### config.mk
export PLATFORM = sky130hd
export DESIGN_NAME = goto_seq_gen_flat
export DESIGN_NICKNAME = d
export VERILOG_FILES = /design/src/rtl/goto_seq_gen_if.sv /design/src/rtl/goto_seq_gen.sv /design/src/flat_wrapper.sv
export SDC_FILE = /design/constraint.sdc
export NUM_CORES = 1
export LEC_CHECK = 0
export ABC_CLOCK_PERIOD_IN_PS = 1400
export BUFFER_PORTS_ARGS = -buffer_cell sky130_fd_sc_hd__buf_2
export CAP_MARGIN = 10
export CORE_AREA = 2 2 39 41
export DETAILED_ROUTE_END_ITERATION = 8
export DIE_AREA = 0 0 41 43
export MAX_ROUTING_LAYER = met4
export SLEW_MARGIN = 20
export SYNTH_ARGS = -nofsm -noshare
export SYNTH_HDL_FRONTEND = slang
export SYNTH_SLANG_ARGS = --single-unit
### constraint.sdc
create_clock -name clk -period 1.4 [get_ports clk]
set_clock_uncertainty 0.05 [all_clocks]
set_input_delay 0.07 -clock clk [delete_from_list [all_inputs] [get_ports clk]]
set_output_delay 0.07 -clock clk [all_outputs]
set_load 0.02 [all_outputs]
### src/rtl/goto_seq_gen_if.sv
// Request/response bundle for the goto-repetition generator: the requester (master)
// drives a/hold, the generator (slave) drives b/c/busy/b_cnt.
interface goto_seq_if;
  logic       a;
  logic       hold;
  logic       b;
  logic       c;
  logic       busy;
  logic [3:0] b_cnt;

  modport master (output a, hold, input b, c, busy, b_cnt);
  modport slave  (input a, hold, output b, c, busy, b_cnt);
endinterface

### src/rtl/goto_seq_gen.sv
// Drives the sequence a |=> b[->B_COUNT] ##1 c, with hold inserting gaps between b pulses.
// Optional embedded self-check assertions: define GOTO_SEQ_GEN_ASSERT_EN.
module goto_seq_gen #(
  parameter int unsigned B_COUNT = 3
) (
  input  logic       clk,
  input  logic       rst,
  goto_seq_if.slave  bus,
  output logic [1:0] state_o
);

  typedef enum logic [1:0] {
    IDLE = 2'd0,
    RUN  = 2'd1,
    TAIL = 2'd2
  } state_t;

  localparam logic [3:0] BC = 4'(B_COUNT);

  state_t     state_q;
  logic       b_q;
  logic       c_q;
  logic [3:0] b_cnt_q;
  logic [3:0] b_cnt_inc;

  // Only evaluated in RUN, where b_cnt_q < B_COUNT <= 15, so this never wraps.
  assign b_cnt_inc = b_cnt_q + 4'd1;

  always_ff @(posedge clk) begin
    if (rst) begin
      state_q <= IDLE;
      b_q     <= 1'b0;
      c_q     <= 1'b0;
      b_cnt_q <= 4'd0;
    end else begin
      case (state_q)
        IDLE: begin
          c_q <= 1'b0;
          if (bus.a) begin
            b_q     <= !bus.hold;
            b_cnt_q <= {3'b000, !bus.hold};
            state_q <= (BC == 4'd1 && !bus.hold) ? TAIL : RUN;
          end else begin
            b_q <= 1'b0;
          end
        end
        RUN: begin
          c_q <= 1'b0;
          b_q <= !bus.hold;
          if (!bus.hold) begin
            b_cnt_q <= b_cnt_inc;
            if (b_cnt_inc == BC) state_q <= TAIL;
          end
        end
        TAIL: begin
          b_q     <= 1'b0;
          c_q     <= 1'b1;
          b_cnt_q <= 4'd0;
          state_q <= IDLE;
        end
        default: begin
          b_q     <= 1'b0;
          c_q     <= 1'b0;
          b_cnt_q <= 4'd0;
          state_q <= IDLE;
        end
      endcase
    end
  end

  assign bus.b     = b_q;
  assign bus.c     = c_q;
  assign bus.b_cnt = b_cnt_q;
  assign bus.busy  = (state_q == RUN) || (state_q == TAIL);
  assign state_o   = state_q;

`ifdef GOTO_SEQ_GEN_ASSERT_EN
  a_goto_seq: assert property (@(posedge clk) disable iff (rst)
    (bus.a && !bus.busy) |=> bus.b[->B_COUNT] ##1 bus.c);
  a_c_excl_b: assert property (@(posedge clk) disable iff (rst)
    bus.c |-> !bus.b);
  a_c_single: assert property (@(posedge clk) disable iff (rst)
    $rose(bus.c) |=> !bus.c);
`else
`endif

endmodule

### src/flat_wrapper.sv
// flat-port wrapper written by rule: the top's interface ports become plain ports
module goto_seq_gen_flat 
#(
  parameter int unsigned B_COUNT = 3
)
  (clk, rst, state_o, bus_a, bus_hold, bus_b, bus_c, bus_busy, bus_b_cnt);
  goto_seq_if bus_i ();
  input  logic clk;
  input  logic rst;
  output logic [1:0] state_o;
  input wire logic [$bits(bus_i.a)-1:0] bus_a;
  input wire logic [$bits(bus_i.hold)-1:0] bus_hold;
  output wire logic [$bits(bus_i.b)-1:0] bus_b;
  output wire logic [$bits(bus_i.c)-1:0] bus_c;
  output wire logic [$bits(bus_i.busy)-1:0] bus_busy;
  output wire logic [$bits(bus_i.b_cnt)-1:0] bus_b_cnt;
  assign bus_i.a = bus_a;
  assign bus_i.hold = bus_hold;
  assign bus_b = bus_i.b;
  assign bus_c = bus_i.c;
  assign bus_busy = bus_i.busy;
  assign bus_b_cnt = bus_i.b_cnt;
  goto_seq_gen #(.B_COUNT(B_COUNT)) u_core (.clk(clk), .rst(rst), .bus(bus_i), .state_o(state_o));
endmodule
# --- Word-level counts from Yosys, hierarchy flattened ---
# Cells that the tools add are included.
word_totals:
  regBits: 8
  input_bits: 4
  elab_cells: 26
op_classes:
  add_sub_neg: 1
  n_eq_ne: 6
  n_mux: 10
  reduce_logical: 5
op_table:
  columns: ["cell", "count"]
  rows:
  - ["2-to-1 mux 4 bit", 2]
  - ["case mux 4 bit (2 select lines)", 1]
  - ["2-to-1 mux 2 bit", 3]
  - ["adder 4 x 1 -> 4 bit (second input constant)", 1]
  - ["== test 4 x 2 -> 1 bit (second input constant)", 1]
  - ["inequality test 2 bit (second input constant)", 2]
  - ["case mux 2 bit (2 select lines)", 1]
  - ["AND reduction 3 bit", 1]
  - ["== test 2 x 1 -> 1 bit (second input constant)", 1]
  - ["== test 2 bit (second input constant)", 1]
  - ["zero test 2 bit", 1]
  - ["2-to-1 mux 1 bit", 2]
  - ["inequality test 2 x 1 -> 1 bit (second input constant)", 1]
  - ["case mux 1 bit (2 select lines)", 1]
  - ["AND reduction 2 bit", 1]
  - ["zero test 1 bit", 1]
  - ["logical OR 1 bit", 1]

# --- Logic depth before layout (Yosys ltp) ---
depth:
  ltp_word: 5
  ltp_mapped: 8

# --- Worst setup path before layout ---
# OpenSTA, ideal clock, no wires.
synth_path:
  kind: "flip-flop to flip-flop"
  from: "register u_core.b_cnt_q[0] (netlist: u_core.bus.b_cnt[0])"
  to: "register u_core.state_q[0] (netlist: u_core.state_o[0])"
  t_arrival_ns: 1.426
  required_time_ns: 1.278
  slack_ns: -0.148
  path_stages_with_launch: 7
  synth_period_minus_slack_ns: 1.548
  cell_sequence: "dfxtp_1 > ha_1 > nand2_1 > a21oi_1 > o21ai_2 > a21oi_2 > mux2i_1"
synth_between:
  elab_chain_cells: 4
synth_rtl:
  columns: ["item", "line", "text"]
  rows:
  - ["start, declared", "goto_seq_gen.sv:23", "logic [3:0] b_cnt_q;"]
  - ["start signal, assigned", "goto_seq_gen.sv:41", "b_cnt_q <= {3'b000, !bus.hold};"]
  - ["start signal, assigned", "goto_seq_gen.sv:51", "b_cnt_q <= b_cnt_inc;"]
  - ["adder 4 x 1 -> 4 bit", "goto_seq_gen.sv:27", "assign b_cnt_inc = b_cnt_q + 4'd1;"]
  - ["== test 4 x 2 -> 1 bit", "goto_seq_gen.sv:52", "if (b_cnt_inc == BC) state_q <= TAIL;"]
  - ["inequality test 2 x 1 -> 1 bit (no line)", null, null]
  - ["AND reduction 3 bit (no line)", null, null]
  - ["end signal, assigned", "goto_seq_gen.sv:42", "state_q <= (BC == 4'd1 && !bus.hold) ? TAIL : RUN;"]
  - ["end, declared", "goto_seq_gen.sv:20", "state_t state_q;"]
# Every way passes these cells.
# A chain may end at the register's enable or synchronous reset.

# --- Worst setup path after layout ---
layout_path:
  from: "register u_core.b_cnt_q[1] (netlist: u_core.bus.b_cnt[1])"
  to: "register u_core.state_q[1] (netlist: u_core.state_o[1])"
# The elaborated chain is that of the path after synthesis.

==> results.md <==
- First-pass detailed-route iteration total: 4
- Mean cell area of the mapped netlist: 8.37 um^2
- Grt total ovfl: 0
- Number of antenna violations at the first check in global routing: 0
- Area share of and/or/nand/nor cells after synthesis: 25.3%
- Effective utilization at floorplan: 35.1%
- Vias post-DR: 482
- Worst-Margin Slew: 0.189 ns
- Largest cells by area after synthesis: sky130_fd_sc_hd__dfxtp_1 (33%), sky130_fd_sc_hd__ha_1 (15%), sky130_fd_sc_hd__a21oi_1 (5.2%)
- X dimension of the die: 41 um
- Count of nets after finishing: 91
- Worst-case headroom to the max-slew limit: 87.3%
- Crit path launch type: flip-flop
- Result of the run: completed
- Combined flip-flop and latch cell area: 175 um^2
- Clock network latency to the later pin of the worst-skew pair: 0.26 ns
- Required time of the critical path: 1.53 ns
- Final instance area: 716 um^2
- Synthesized-area fraction occupied by xor and xnor cells: 0%
- Number of standard cells in the final layout excluding fillers: 96
- I/O pins: 13
- Per-cell via count in the routed design: 5.02
- Highest-count cells in the layout ignoring fill and taps: sky130_fd_sc_hd__buf_2 (12), sky130_fd_sc_hd__buf_4 (7), sky130_fd_sc_hd__nor2_1 (5)
- Number of routed nets with antenna violations: 0
- Power per cell area: 1610 nW/um^2
- Leakage component of the power: 0.312 nW
- Antenna Diode Count: 0
- Area delta synth->final: 47.4%
- Final Routed Wirelength: 1130 um
- Global-route wire length before repair: 1770 um
- Number of buffers inserted during clock tree synthesis: 3
- Row Count: 14
- Max Cap Violations: 0
- Hpwl dp: 807 um
- Largest area contributor in the netlist: sky130_fd_sc_hd__dfxtp_1
- Area after DPL: 624 um^2
- FF+latch count, synth: 8
- Total of endpoints with negative setup slack in the final report: 0
- DRC violation total after the first TritonRoute iteration: 6
- Combined area of the multi-input logic cells: 357 um^2
- Number of cells produced by synthesis: 58
- Maximum number of pins on one net before global-route repair: 11
- Shortest clock period the worst path allows after layout: 1.34 ns
- Clock transition at the register clock pins on the worst setup and hold paths after CTS: 0.06 ns
- Multiplexer fraction of the synthesized cell area: 4.12%
- F_max: 0.749 GHz
- Die height: 43 um
- GR Util All Layers: 15.7%
- Cell Count Post-Placement: 91
- Worst Path Max Fanout: 4
- Hold Violations, Final: 0
- Top-area cell type share of the netlist area: 33.0%
- Path type of the worst setup path: flip-flop to flip-flop
- Fraction of final layout cells with drive strength greater than 1: 52.5%
- Syn_nets: 68
- CP Data Arrival Time: 1.47 ns
- CTS tree: yes
- Port Buf Inserts: 12
- Count of different cell masters after synthesis: 24
- Post-synthesis compound-gate area fraction: 17.3%
- Global placer's final weighted congestion: 0.725
- Worst min path class: input port to flip-flop
- Highest ir drop seen on vdd: 0.00104 V
- Via count of the first global-routing pass: 431
- Floorplan Core Area: 1380 um^2
- Adder-cell area share of the yosys netlist: 15.5%
- Wirelength per Cell: 11.8 um
- Most frequent standard cell in the layout excluding fill and tap cells: sky130_fd_sc_hd__buf_2
- Share of the cycle needed by the critical path after routing: 95.4%
- Proportion of synthesized chip area in sequential cells: 33.0%
- CP Capture Type: flip-flop
- Die Outline Area: 1760 um^2
- DRC violations left: 0
- Root Driver: sky130_fd_sc_hd__clkbuf_4
- Setup bufs post-CTS: 0
- Combinational family with the most area after synthesis: simple AND/OR/NAND/NOR gates
- Slew Limit Fails: 0
- Fill count: 135
- Depth of the CTS H-tree: 1
- Sum Neg Setup Slack: 0 ns
- Clock Tree Buf Depth: 2
- Total of warnings raised by yosys: 0
- Post-Synthesis Cell Area: 485 um^2
- Clock Sink Count: 8
[worst paths after layout]
kind,startpoint,endpoint,slack [ns],cells past startpoint
setup / recovery,u_core.bus.b_cnt[1],u_core.state_o[1],0.06,5
hold / removal,rst,u_core.bus.b_cnt[1],0.03,2
setup reg to reg,u_core.bus.b_cnt[1],u_core.state_o[1],0.06,5
hold reg to reg,u_core.state_o[0],u_core.state_o[0],0.46,2
[power breakdown]
part	switching (mW)	leakage, nW	internal [mW]
registers	0.0384	0.0680	0.278
clock network	0.0890	0.0150	0.110
logic	0.350	0.229	0.287
total	0.477	0.312	0.675
[kinds of logic after synthesis]
| group | after synthesis |
|---|---|
| compound gates | 13 |
| fa+ha+maj | 6 |
| simple gates | 23 |
| mux | 2 |
| buf+inv | 6 |
| flops | 8 |
[final cells by class]
class / count / area share, %
clock buffer: 4 / 3.67
multi-input combinational: 44 / 49.8
tap: 16 / 2.80
inverter: 4 / 2.10
timing repair buffer: 20 / 17.1
sequential: 8 / 24.5
[sequential cells by signal, indices dropped and copies added, names as in the netlist]
| register | cells |
|---|---|
| u_core.bus.b_cnt | 4 |
| u_core.state_o | 2 |
| u_core.bus.b | 1 |
| u_core.bus.c | 1 |
[per-layer routing]
layer  GRT usage [%]  part of all wire [%]  vias up
met3            3.14                   4.2        6
met5               -                     0        -
met4            12.0                   4.7        0
met1            16.5                    42      221
li1                -                     -      241
met2            24.1                    49       14
[worst max-delay path, cell delays in order (launching register included)]
cell and delay, ns:
sky130_fd_sc_hd__dfxtp_4 0.39, sky130_fd_sc_hd__ha_4 0.15, sky130_fd_sc_hd__nand3_1 0.07, sky130_fd_sc_hd__o21a_1 0.21
sky130_fd_sc_hd__a21oi_2 0.18, sky130_fd_sc_hd__mux2i_1 0.20
[synthesized netlist by cell type, drive strengths merged]
master and instances:
ha 6, nor3 1, clkbuf 1, inv 4
nand2 5, a22oi 1, a32oi 1, nor2 6
buf 1, dfxtp 8, and2b 1, nand3b 1
a21oi 6, o21ai 3, nand3 2, nand2b 4
mux2i 2, nand4b 1, nor2b 2, o21a 2
[repair_timing]
item	in CTS	in global routing
hold endpoints to repair	1	0
resized for setup	1	14
pin swaps	0	5
setup endpoints to repair	2	6
hold buffers	1	0
[through the flow]
stage	hold WS [ns]	worst slack, ns	total power, mW	utilization, %
floorplan	0.0993	0.00388	0.684	-
global placement	0.227	-0.00227	0.862	45.1
detailed placement	0.226	-0.00936	0.866	45.1
CTS	0.0267	0.0121	1.07	47.9
global route	0.0452	-0.00505	1.24	51.7
finish	0.0252	0.0644	1.15	51.7
Power figures use the tool's default switching activity.
